<file path="config.mk">
export PLATFORM = sky130hd
export DESIGN_NAME = cfu_cmd_master_flat
export DESIGN_NICKNAME = d
export VERILOG_FILES = /design/src/rtl/cfu_cmd_master_if.sv /design/src/rtl/cfu_cmd_master.sv /design/src/flat_wrapper.sv
export SDC_FILE = /design/constraint.sdc
export NUM_CORES = 1
export LEC_CHECK = 0
export ABC_CLOCK_PERIOD_IN_PS = 1770
export CAP_MARGIN = 5
export CORE_MARGIN = 3
export CORE_UTILIZATION = 43
export CTS_CLUSTER_SIZE = 10
export DETAILED_ROUTE_END_ITERATION = 8
export HOLD_SLACK_MARGIN = 0.08
export PLACE_DENSITY = 0.81
export SYNTH_ARGS = -nofsm -noshare
export SYNTH_HDL_FRONTEND = slang
export SYNTH_SLANG_ARGS = --single-unit
</file>
<file path="constraint.sdc">
create_clock -name clk -period 1.77 [get_ports clk]
set_input_delay 0.354 -clock clk [delete_from_list [all_inputs] [get_ports clk]]
set_output_delay 0.354 -clock clk [all_outputs]
set_load 0.02 [all_outputs]
</file>
<file path="src/rtl/cfu_cmd_master_if.sv">
// CFU command/response bus between an initiator (master) and a Cfu responder (slave).
interface cfu_cmd_master_if;
  logic        cmd_valid;
  logic        cmd_ready;
  logic [9:0]  cmd_payload_function_id;
  logic [31:0] cmd_payload_inputs_0;
  logic [31:0] cmd_payload_inputs_1;
  logic        rsp_valid;
  logic        rsp_ready;
  logic [31:0] rsp_payload_outputs_0;

  modport master (
    output cmd_valid, cmd_payload_function_id, cmd_payload_inputs_0, cmd_payload_inputs_1, rsp_ready,
    input  cmd_ready, rsp_valid, rsp_payload_outputs_0
  );

  modport slave (
    input  cmd_valid, cmd_payload_function_id, cmd_payload_inputs_0, cmd_payload_inputs_1, rsp_ready,
    output cmd_ready, rsp_valid, rsp_payload_outputs_0
  );
endinterface

</file>
<file path="src/rtl/cfu_cmd_master.sv">
// CFU initiator: issues one upstream request at a time to a Cfu responder, optionally
// re-issuing it with a fixed idle gap until the response is nonzero or a retry limit is hit.
module cfu_cmd_master #(
  parameter int POLL_GAP  = 4,
  parameter int POLL_MAX  = 1024,
  parameter int CNT_WIDTH = 16
) (
  input  logic                 clk,
  input  logic                 resetn,
  input  logic                 req_valid,
  output logic                 req_ready,
  input  logic [9:0]           req_function_id,
  input  logic [31:0]          req_inputs_0,
  input  logic [31:0]          req_inputs_1,
  input  logic                 req_poll,
  output logic                 res_valid,
  input  logic                 res_ready,
  output logic [31:0]          res_data,
  output logic                 res_timeout,
  cfu_cmd_master_if.master     cfu,
  output logic                 busy,
  output logic [CNT_WIDTH-1:0] cmd_count
);
  localparam logic [2:0] S_IDLE   = 3'd0;
  localparam logic [2:0] S_ISSUE  = 3'd1;
  localparam logic [2:0] S_WAIT   = 3'd2;
  localparam logic [2:0] S_GAP    = 3'd3;
  localparam logic [2:0] S_RESULT = 3'd4;

  localparam int IW = $clog2(POLL_MAX + 1);
  localparam int GW = $clog2(POLL_GAP + 1);

  logic [2:0]    state;
  logic          poll;
  logic [IW-1:0] issues;
  logic [GW-1:0] gap_cnt;

  assign req_ready     = (state == S_IDLE);
  assign cfu.rsp_ready = (state == S_WAIT);
  assign busy          = (state != S_IDLE);

  always_ff @(posedge clk) begin
    if (!resetn) begin
      state                       <= S_IDLE;
      cfu.cmd_valid               <= 1'b0;
      cfu.cmd_payload_function_id <= '0;
      cfu.cmd_payload_inputs_0    <= '0;
      cfu.cmd_payload_inputs_1    <= '0;
      res_valid                   <= 1'b0;
      res_timeout                 <= 1'b0;
      res_data                    <= '0;
      cmd_count                   <= '0;
      poll                        <= 1'b0;
      issues                      <= '0;
      gap_cnt                     <= '0;
    end else begin
      case (state)
        S_IDLE: if (req_valid) begin
          cfu.cmd_payload_function_id <= req_function_id;
          cfu.cmd_payload_inputs_0    <= req_inputs_0;
          cfu.cmd_payload_inputs_1    <= req_inputs_1;
          poll                        <= req_poll;
          issues                      <= '0;
          res_timeout                 <= 1'b0;
          cfu.cmd_valid               <= 1'b1;
          state                       <= S_ISSUE;
        end
        S_ISSUE: if (cfu.cmd_ready) begin
          cfu.cmd_valid <= 1'b0;
          cmd_count     <= cmd_count + CNT_WIDTH'(1);
          issues        <= issues + IW'(1);
          state         <= S_WAIT;
        end
        // Responder pulses rsp_valid once and cannot be stalled, so capture unconditionally.
        S_WAIT: if (cfu.rsp_valid) begin
          res_data <= cfu.rsp_payload_outputs_0;
          if (!poll || cfu.rsp_payload_outputs_0 != 32'd0) begin
            res_valid <= 1'b1;
            state     <= S_RESULT;
          end else if (issues == IW'(POLL_MAX)) begin
            res_valid   <= 1'b1;
            res_timeout <= 1'b1;
            state       <= S_RESULT;
          end else begin
            gap_cnt <= '0;
            state   <= S_GAP;
          end
        end
        S_GAP: begin
          if (gap_cnt == GW'(POLL_GAP - 1)) begin
            cfu.cmd_valid <= 1'b1;
            state         <= S_ISSUE;
          end else begin
            gap_cnt <= gap_cnt + GW'(1);
          end
        end
        S_RESULT: if (res_ready) begin
          res_valid <= 1'b0;
          state     <= S_IDLE;
        end
        default: state <= S_IDLE;
      endcase
    end
  end
endmodule

</file>
<file path="src/flat_wrapper.sv">
// flat-port wrapper written by rule: the top's interface ports become plain ports
module cfu_cmd_master_flat 
#(
  parameter int POLL_GAP  = 4,
  parameter int POLL_MAX  = 1024,
  parameter int CNT_WIDTH = 16
)
  (clk, resetn, req_valid, req_ready, req_function_id, req_inputs_0, req_inputs_1, req_poll, res_valid, res_ready, res_data, res_timeout, busy, cmd_count, cfu_cmd_valid, cfu_cmd_payload_function_id, cfu_cmd_payload_inputs_0, cfu_cmd_payload_inputs_1, cfu_rsp_ready, cfu_cmd_ready, cfu_rsp_valid, cfu_rsp_payload_outputs_0);
  cfu_cmd_master_if cfu_i ();
  input  logic clk;
  input  logic resetn;
  input  logic req_valid;
  output logic req_ready;
  input  logic [9:0] req_function_id;
  input  logic [31:0] req_inputs_0;
  input  logic [31:0] req_inputs_1;
  input  logic req_poll;
  output logic res_valid;
  input  logic res_ready;
  output logic [31:0] res_data;
  output logic res_timeout;
  output logic busy;
  output logic [CNT_WIDTH-1:0] cmd_count;
  output wire logic [$bits(cfu_i.cmd_valid)-1:0] cfu_cmd_valid;
  output wire logic [$bits(cfu_i.cmd_payload_function_id)-1:0] cfu_cmd_payload_function_id;
  output wire logic [$bits(cfu_i.cmd_payload_inputs_0)-1:0] cfu_cmd_payload_inputs_0;
  output wire logic [$bits(cfu_i.cmd_payload_inputs_1)-1:0] cfu_cmd_payload_inputs_1;
  output wire logic [$bits(cfu_i.rsp_ready)-1:0] cfu_rsp_ready;
  input wire logic [$bits(cfu_i.cmd_ready)-1:0] cfu_cmd_ready;
  input wire logic [$bits(cfu_i.rsp_valid)-1:0] cfu_rsp_valid;
  input wire logic [$bits(cfu_i.rsp_payload_outputs_0)-1:0] cfu_rsp_payload_outputs_0;
  assign cfu_cmd_valid = cfu_i.cmd_valid;
  assign cfu_cmd_payload_function_id = cfu_i.cmd_payload_function_id;
  assign cfu_cmd_payload_inputs_0 = cfu_i.cmd_payload_inputs_0;
  assign cfu_cmd_payload_inputs_1 = cfu_i.cmd_payload_inputs_1;
  assign cfu_rsp_ready = cfu_i.rsp_ready;
  assign cfu_i.cmd_ready = cfu_cmd_ready;
  assign cfu_i.rsp_valid = cfu_rsp_valid;
  assign cfu_i.rsp_payload_outputs_0 = cfu_rsp_payload_outputs_0;
  cfu_cmd_master #(.POLL_GAP(POLL_GAP), .POLL_MAX(POLL_MAX), .CNT_WIDTH(CNT_WIDTH)) u_core (.clk(clk), .resetn(resetn), .req_valid(req_valid), .req_ready(req_ready), .req_function_id(req_function_id), .req_inputs_0(req_inputs_0), .req_inputs_1(req_inputs_1), .req_poll(req_poll), .res_valid(res_valid), .res_ready(res_ready), .res_data(res_data), .res_timeout(res_timeout), .cfu(cfu_i), .busy(busy), .cmd_count(cmd_count));
endmodule
</file>
Yosys cells after proc, flatten, opt, wreduce, memory -nomap -nowiden. Cells that the tools add are included.

Bits in registers: 143.

Add/subtract/negate cells: 3. Reductions and logical operators: 19. Muxes and demuxes: 29. Eq/ne operators: 16.

Operator list (count): $mux W3 (11); $reduce_bool A32 Y1 (1); $mux W11 (2); $pmux W11 S2 (1); $add A16 B1 Y16 const B (1); $pmux W3 S5 (1); $reduce_and A5 Y1 (3); $ne A2 B2 Y1 const B (6); $add A11 B1 Y11 const B (1); $eq A11 B11 Y1 const B (1); $mux W1 (10); $eq A3 B2 Y1 const B (3); $reduce_and A4 Y1 (2); $reduce_bool A2 Y1 (4); $ne A2 B1 Y1 const B (3); $pmux W3 S2 (1); $reduce_and A2 Y1 (3); $reduce_bool A3 Y1 (2); $pmux W1 S2 (2); $add A3 B1 Y3 const B (1); $eq A3 B1 Y1 const B (1); $eq A3 B3 Y1 const B (1); $logic_not A3 Y1 (1); $ne A3 B1 Y1 const B (1); 4 further kinds (4).

Logic depth before layout (Yosys ltp).
Word-level depth: 5. Depth in mapped cells: 7.

Worst setup path after synthesis. OpenSTA, ideal clock, no wires.

Kind: register to register. Start: register u_core.state[1]. End: register u_core.gap_cnt[0]. Required time: 1.655 ns. Arrival time: 1.744 ns. Buffers on the path: 1. Period minus slack after synthesis: 1.859 ns. Slack: -0.089 ns. Setup time: 0.115 ns. Stages on the path, launching flop included: 7. Cell sequence: dfxtp_1 -> buf_4 -> nor3b_2 -> nand2_2 -> nor4_4 -> a21oi_1 -> a31o_1.

Cells in the longest elaborated chain, start to end: 3. Elaborated cells between the ends (all ways): 9.

Ends and longest elaborated chain: start: declaration (line cfu_cmd_master.sv:33) `logic [2:0] state;`; start signal: assignment (line cfu_cmd_master.sv:44) `state <= S_IDLE;`; start signal: assignment (line cfu_cmd_master.sv:66) `state <= S_ISSUE;`; start signal: assignment (line cfu_cmd_master.sv:72) `state <= S_WAIT;`; $eq A3 B2 Y1 (*); via cfu_rsp_ready (line flat_wrapper.sv:28) `output wire logic [$bits(cfu_i.rsp_ready)-1:0] cfu_rsp_ready;`; $ne A2 B2 Y1 (no line) (tied with other cells); $reduce_and A5 Y1 (no line); end signal: assignment (line cfu_cmd_master.sv:94) `gap_cnt <= gap_cnt + GW'(1);`; end: declaration (line cfu_cmd_master.sv:36) `logic [GW-1:0] gap_cnt;`.

Mark *: on every way through the listed nets, which the timed path passes. The rest lies on a longest branch. A chain may end at the register's enable or synchronous reset.

Worst setup path after layout.
Start: register u_core.cfu.cmd_payload_inputs_1[0]. End: output port cfu_cmd_payload_inputs_1[0].

RTL lines: start: declaration (line cfu_cmd_master_if.sv:13) `output cmd_valid, cmd_payload_function_id, cmd_payload_inputs_0, cmd_payload_inputs_1, rsp_ready,`; start signal: assignment (line cfu_cmd_master.sv:61) `cfu.cmd_payload_inputs_1 <= req_inputs_1;`; end: declaration (line flat_wrapper.sv:27) `output wire logic [$bits(cfu_i.cmd_payload_inputs_1)-1:0] cfu_cmd_payload_inputs_1;`.

No word-level cell between the ends.

==> insert_results.sql <==
INSERT INTO impl_metrics (metric_group, metric, value, unit) VALUES
('run_status', 'outcome', 'complete, no violations', ''),
('synthesis', 'average_cell_area_after_synthesis', '8.54', 'um^2'),
('global_routing', 'grt_max_degree', '52', ''),
('final_layout', 'post_route_cells_drive_above_1_share', '0.102', ''),
('sta', 'unrepaired_setup_endpoints_after_global_routing', 'yes', ''),
('critical_path', 'crit_chain', 'clkdlybuf4s50_1', ''),
('cts', 'ctsLongestPathBuffers', '2', ''),
('synthesis', 'synth-compound-area-share', '0.167', ''),
('place', 'dp_worst_setup_slack', '-0.473', 'ns'),
('critical_path', 'critical_path.max_fanout', '2', ''),
('synthesis', 'ys.flop_type', 'dfxtp_1', ''),
('global_routing', 'globalRouteTotalUtil', '0.222', ''),
('sta', 'holdWs', '0.230', 'ns'),
('drt', 'avgRoutedWirePerCell', '15.3', 'um'),
('place', 'gp_routability_congestion', '0.832', ''),
('die', 'fp.dieH', '122', 'um'),
('power_and_ir_drop', 'p_leak', '4.27', 'nW'),
('synthesis', 'synth.area.mux_share', '0.00519', ''),
('critical_path', 'critical_path.startpoint_type', 'register', ''),
('cts', 'numCtsBuffers', '17', ''),
('drt', 'drtIter0Drc', '308', ''),
('die', 'dieWidth', '122', 'um'),
('synthesis', 'ys_seq_area_frac', '0.495', ''),
('drt', 'antenna_nets_post_route', '0', ''),
('final_layout', 'num_antenna_cells', '0', ''),
('drt', 'drc_errors', '0', ''),
('synthesis', 'combinational_family_with_the_most_area_after_synthesis', 'simple AND/OR/NAND/NOR gates', ''),
('synthesis', 'post_synth_fa_ha_maj_area_fraction', '0.0108', ''),
('critical_path', 'worst_ep_required_time', '1.42', 'ns'),
('drt', 'drt-total-wl', '17100', 'um'),
('critical_path', 'arrival', '1.39', 'ns'),
('die', 'die_area', '0.0149', 'mm^2'),
('sta', 'hold_viol_final', '0', ''),
('cts', 'clkTransAtPathRegs', '0.06', 'ns'),
('synthesis', 'synth_simple_gate_area_share', '0.255', ''),
('cts', 'clock_sink_count', '143', ''),
('power_and_ir_drop', 'vdd_drop_max', '0.607', 'mV'),
('drt', 'route.vias.total', '5487', ''),
('critical_path', 'worstSetupEndpointType', 'primary output', ''),
('die', 'placeableCoreArea', '0.0129', 'mm^2'),
('die', 'initial_core_util', '0.449', ''),
('critical_path', 'timing.critical_path.slowest_stage_cell', 'clkdlybuf4s50_1', ''),
('critical_path', 'cp_max_stage_delay', '0.62', 'ns'),
('sta', 'timing.final.crit_share', '0.985', ''),
('sta', 'fmax', '574', 'MHz'),
('place', 'dp.final_hpwl', '11800', 'um'),
('cts', 'cts_max_level', '4', ''),
('synthesis', 'synth.ff_latch_count', '143', ''),
('final_layout', 'fin_nets', '1050', ''),
('synthesis', 'synthDistinctLibCells', '44', ''),
('sta', 'post-route-min-period', '1.74', 'ns'),
('sta', 'fin_worst_skew', '0.00560', 'ns'),
('cts', 'cts_hold_buffers', '0', ''),
('synthesis', 'synth_warnings', '0', ''),
('synthesis', 'ys_async_rst_share', '0', ''),
('synthesis', 'synthesis.area', '0.00578', 'mm^2'),
('sta', 'post-route-worst-setup-slack', '0.0264', 'ns'),
('die', 'io_pins', '241', ''),
('synthesis', 'synth.net_count', '795', ''),
('global_routing', 'grt_antenna_before_repair', '0', ''),
('global_routing', 'grt_first_pass_wirelength', '26000', 'um'),
('power_and_ir_drop', 'power.density', '910', 'mW/mm^2'),
('place', 'buffer_ports.inserted', '240', ''),
('synthesis', 'synth_xor_area_frac', '0.0288', ''),
('final_layout', 'syn_to_final_growth', '63.9', '%'),
('synthesis', 'synth-edff-count', '0', ''),
('sta', 'slew-limit-headroom', '0.716', ''),
('global_routing', 'number_of_global_route_vias_before_repair', '5257', ''),
('sta', 'timing_worst_slew_pin_value', '0.426', 'ns'),
('cts', 'clock_latency', '0.42', 'ns'),
('min_path', 'hp-class', 'input pin to register', ''),
('synthesis', 'syn-instance-count', '677', ''),
('flow_run', 'drv.max_cap_violation_count', '0', ''),
('die', 'row_count', '41', ''),
('sta', 'drv_slew', '0', ''),
('critical_path', 'path_buf_inv', '1', ''),
('critical_path', 'path_class', 'register to primary output', ''),
('cts', 'cts.root.buffer_cell', 'clkbuf_16', ''),
('sta', 'setup_viol_count_final', '0', ''),
('drt', 'detailedRoute.firstPassIterationCount', '4', ''),
('drt', 'routed_via_density', '4.91', ''),
('cts', 'cts_tree', 'done', ''),
('global_routing', 'globalRoute.totalOverflow', '0', ''),
('critical_path', 'timing.critical_path.max_delay_family', 'buffers and inverters', '');
-- cell usage after synthesis (2+ instances only) --
cell / instances / share of area
nand2_1: 226 / 0.15
dfxtp_1: 143 / 0.49
a21boi_0: 58 / 0.075
a21boi_1: 53 / 0.069
clkbuf_1: 23 / 0.015
buf_2: 17 / 0.015
nor2_1: 16 / 0.010
and2_1: 13 / 0.014
nand4_1: 10 / 0.011
nor4_1: 10 / 0.011
xor2_1: 10 / 0.015
nand3_1: 9 / 0.0078
xnor2_1: 9 / 0.014
inv_1: 8 / 0.0052
nor3_1: 8 / 0.0069
nor2b_1: 7 / 0.0076
a21oi_1: 6 / 0.0052
o21ai_0: 6 / 0.0052
ha_1: 5 / 0.011
nor3b_1: 4 / 0.0052
or3_1: 4 / 0.0043
and4_1: 3 / 0.0045
mux2i_1: 3 / 0.0052
a22oi_1: 2 / 0.0026
a31oi_1: 2 / 0.0022
and3_1: 2 / 0.0022
buf_4: 2 / 0.0026
nand3b_1: 2 / 0.0026
-- cells by family after synthesis --
| group | Yosys count |
|---|---|
| compound gates | 132 |
| fa+ha+maj | 5 |
| flops | 143 |
| mux | 3 |
| buf+inv | 51 |
| simple gates | 324 |
| xor+xnor | 19 |
-- metal layers --
metal,global-route usage,vias up,share of wire,routed length [um]
li1,-,2760,-,-
met3,0.0641,39,0.062,1060
met5,0,-,0,0
met1,0.255,2528,0.40,6850
met4,0.0994,0,0.028,485
met2,0.381,160,0.51,8670
-- layout make-up --
type / count / area (um^2)
inverter: 8 / 30.0
tap: 172 / 215
sequential: 143 / 2870
timing repair buffer: 279 / 2930
fill: 975 / 3390
clock buffer: 23 / 488
clock inverter: 9 / 154
multi-input combinational: 483 / 2790
-- repair_timing --
item,in CTS,in global routing
pin swaps,2,14
gates cloned,0,1
resized for setup,30,70
setup endpoints to repair,25,41
endpoints found under the hold margin,0,0
setup buffers,1,1
-- worst min-delay path, cell delays in order --
cell and delay [ns]:
dlymetal6s2s_1 0.14, nand2_1 0.06, a21boi_1 0.05
-- layout by cell type, fill, tap and decap left out, drive strengths merged, types with 4 or more instances in the layout --
master           n
inv              9
nor4            11
buf             39
clkbuf          25
nor2            16
nor3b            5
a21boi         111
clkdlybuf4s50  163
dlygate4sd2     20
dlymetal6s2s    53
a21oi            6
nand4           10
dfxtp          143
ha               5
xnor2            9
nor3             8
xor2            10
o21ai            6
and2            13
or3              4
nand2          227
nand3           10
bufinv           4
nor2b            7
-- state kept, by name, summed over array words and instances (netlist names), 3 cells and up --
signal,cells
u_core.cfu.cmd_payload_inputs_0,32
u_core.cfu.cmd_payload_inputs_1,32
u_core.res_data,32
u_core.cmd_count,16
u_core.issues,11
u_core.cfu.cmd_payload_function_id,10
u_core.gap_cnt,3
u_core.state,3
-- power by group --
group	total (mW)	internal, mW	switching (mW)
clock network	3.85	2.51	1.34
registers	3.44	3.37	0.0769
logic	1.34	0.696	0.640
total	8.63	6.57	2.06
-- path summary, 6_finish.rpt --
path	from	end	slack [ns]	cells after the start
setup / recovery	u_core.cfu.cmd_payload_inputs_1[0]$_SDFFE_PN0P_	cfu_cmd_payload_inputs_1[0]	0.03	1
hold / removal	cfu_rsp_payload_outputs_0[11]	u_core.res_data[11]$_SDFFE_PN0P_	0.23	3
setup reg to reg	u_core.issues[0]$_SDFFE_PN0P_	u_core.res_valid$_SDFFE_PN0P_	0.07	8
hold reg to reg	u_core.cfu.cmd_payload_inputs_0[21]$_SDFFE_PN0P_	u_core.cfu.cmd_payload_inputs_0[21]$_SDFFE_PN0P_	0.45	2
-- metrics by stage --
step | TNS [ns] | area (um^2) | power, mW | instances | utilization
3_5_place_dp | -8.53 | 8600 | 4.84 | 1082 | 0.668
2_1_floorplan | 0 | 5790 | 4.08 | 677 | -
5_1_grt | -0.0352 | 9480 | 8.94 | 1117 | 0.736
4_1_cts | 0 | 9250 | 8.69 | 1115 | 0.718
6_report | 0 | 9480 | 8.63 | 1117 | 0.736
3_3_place_gp | -6.79 | 8600 | 4.82 | 1082 | 0.668
(Power assumes the default switching activity.)
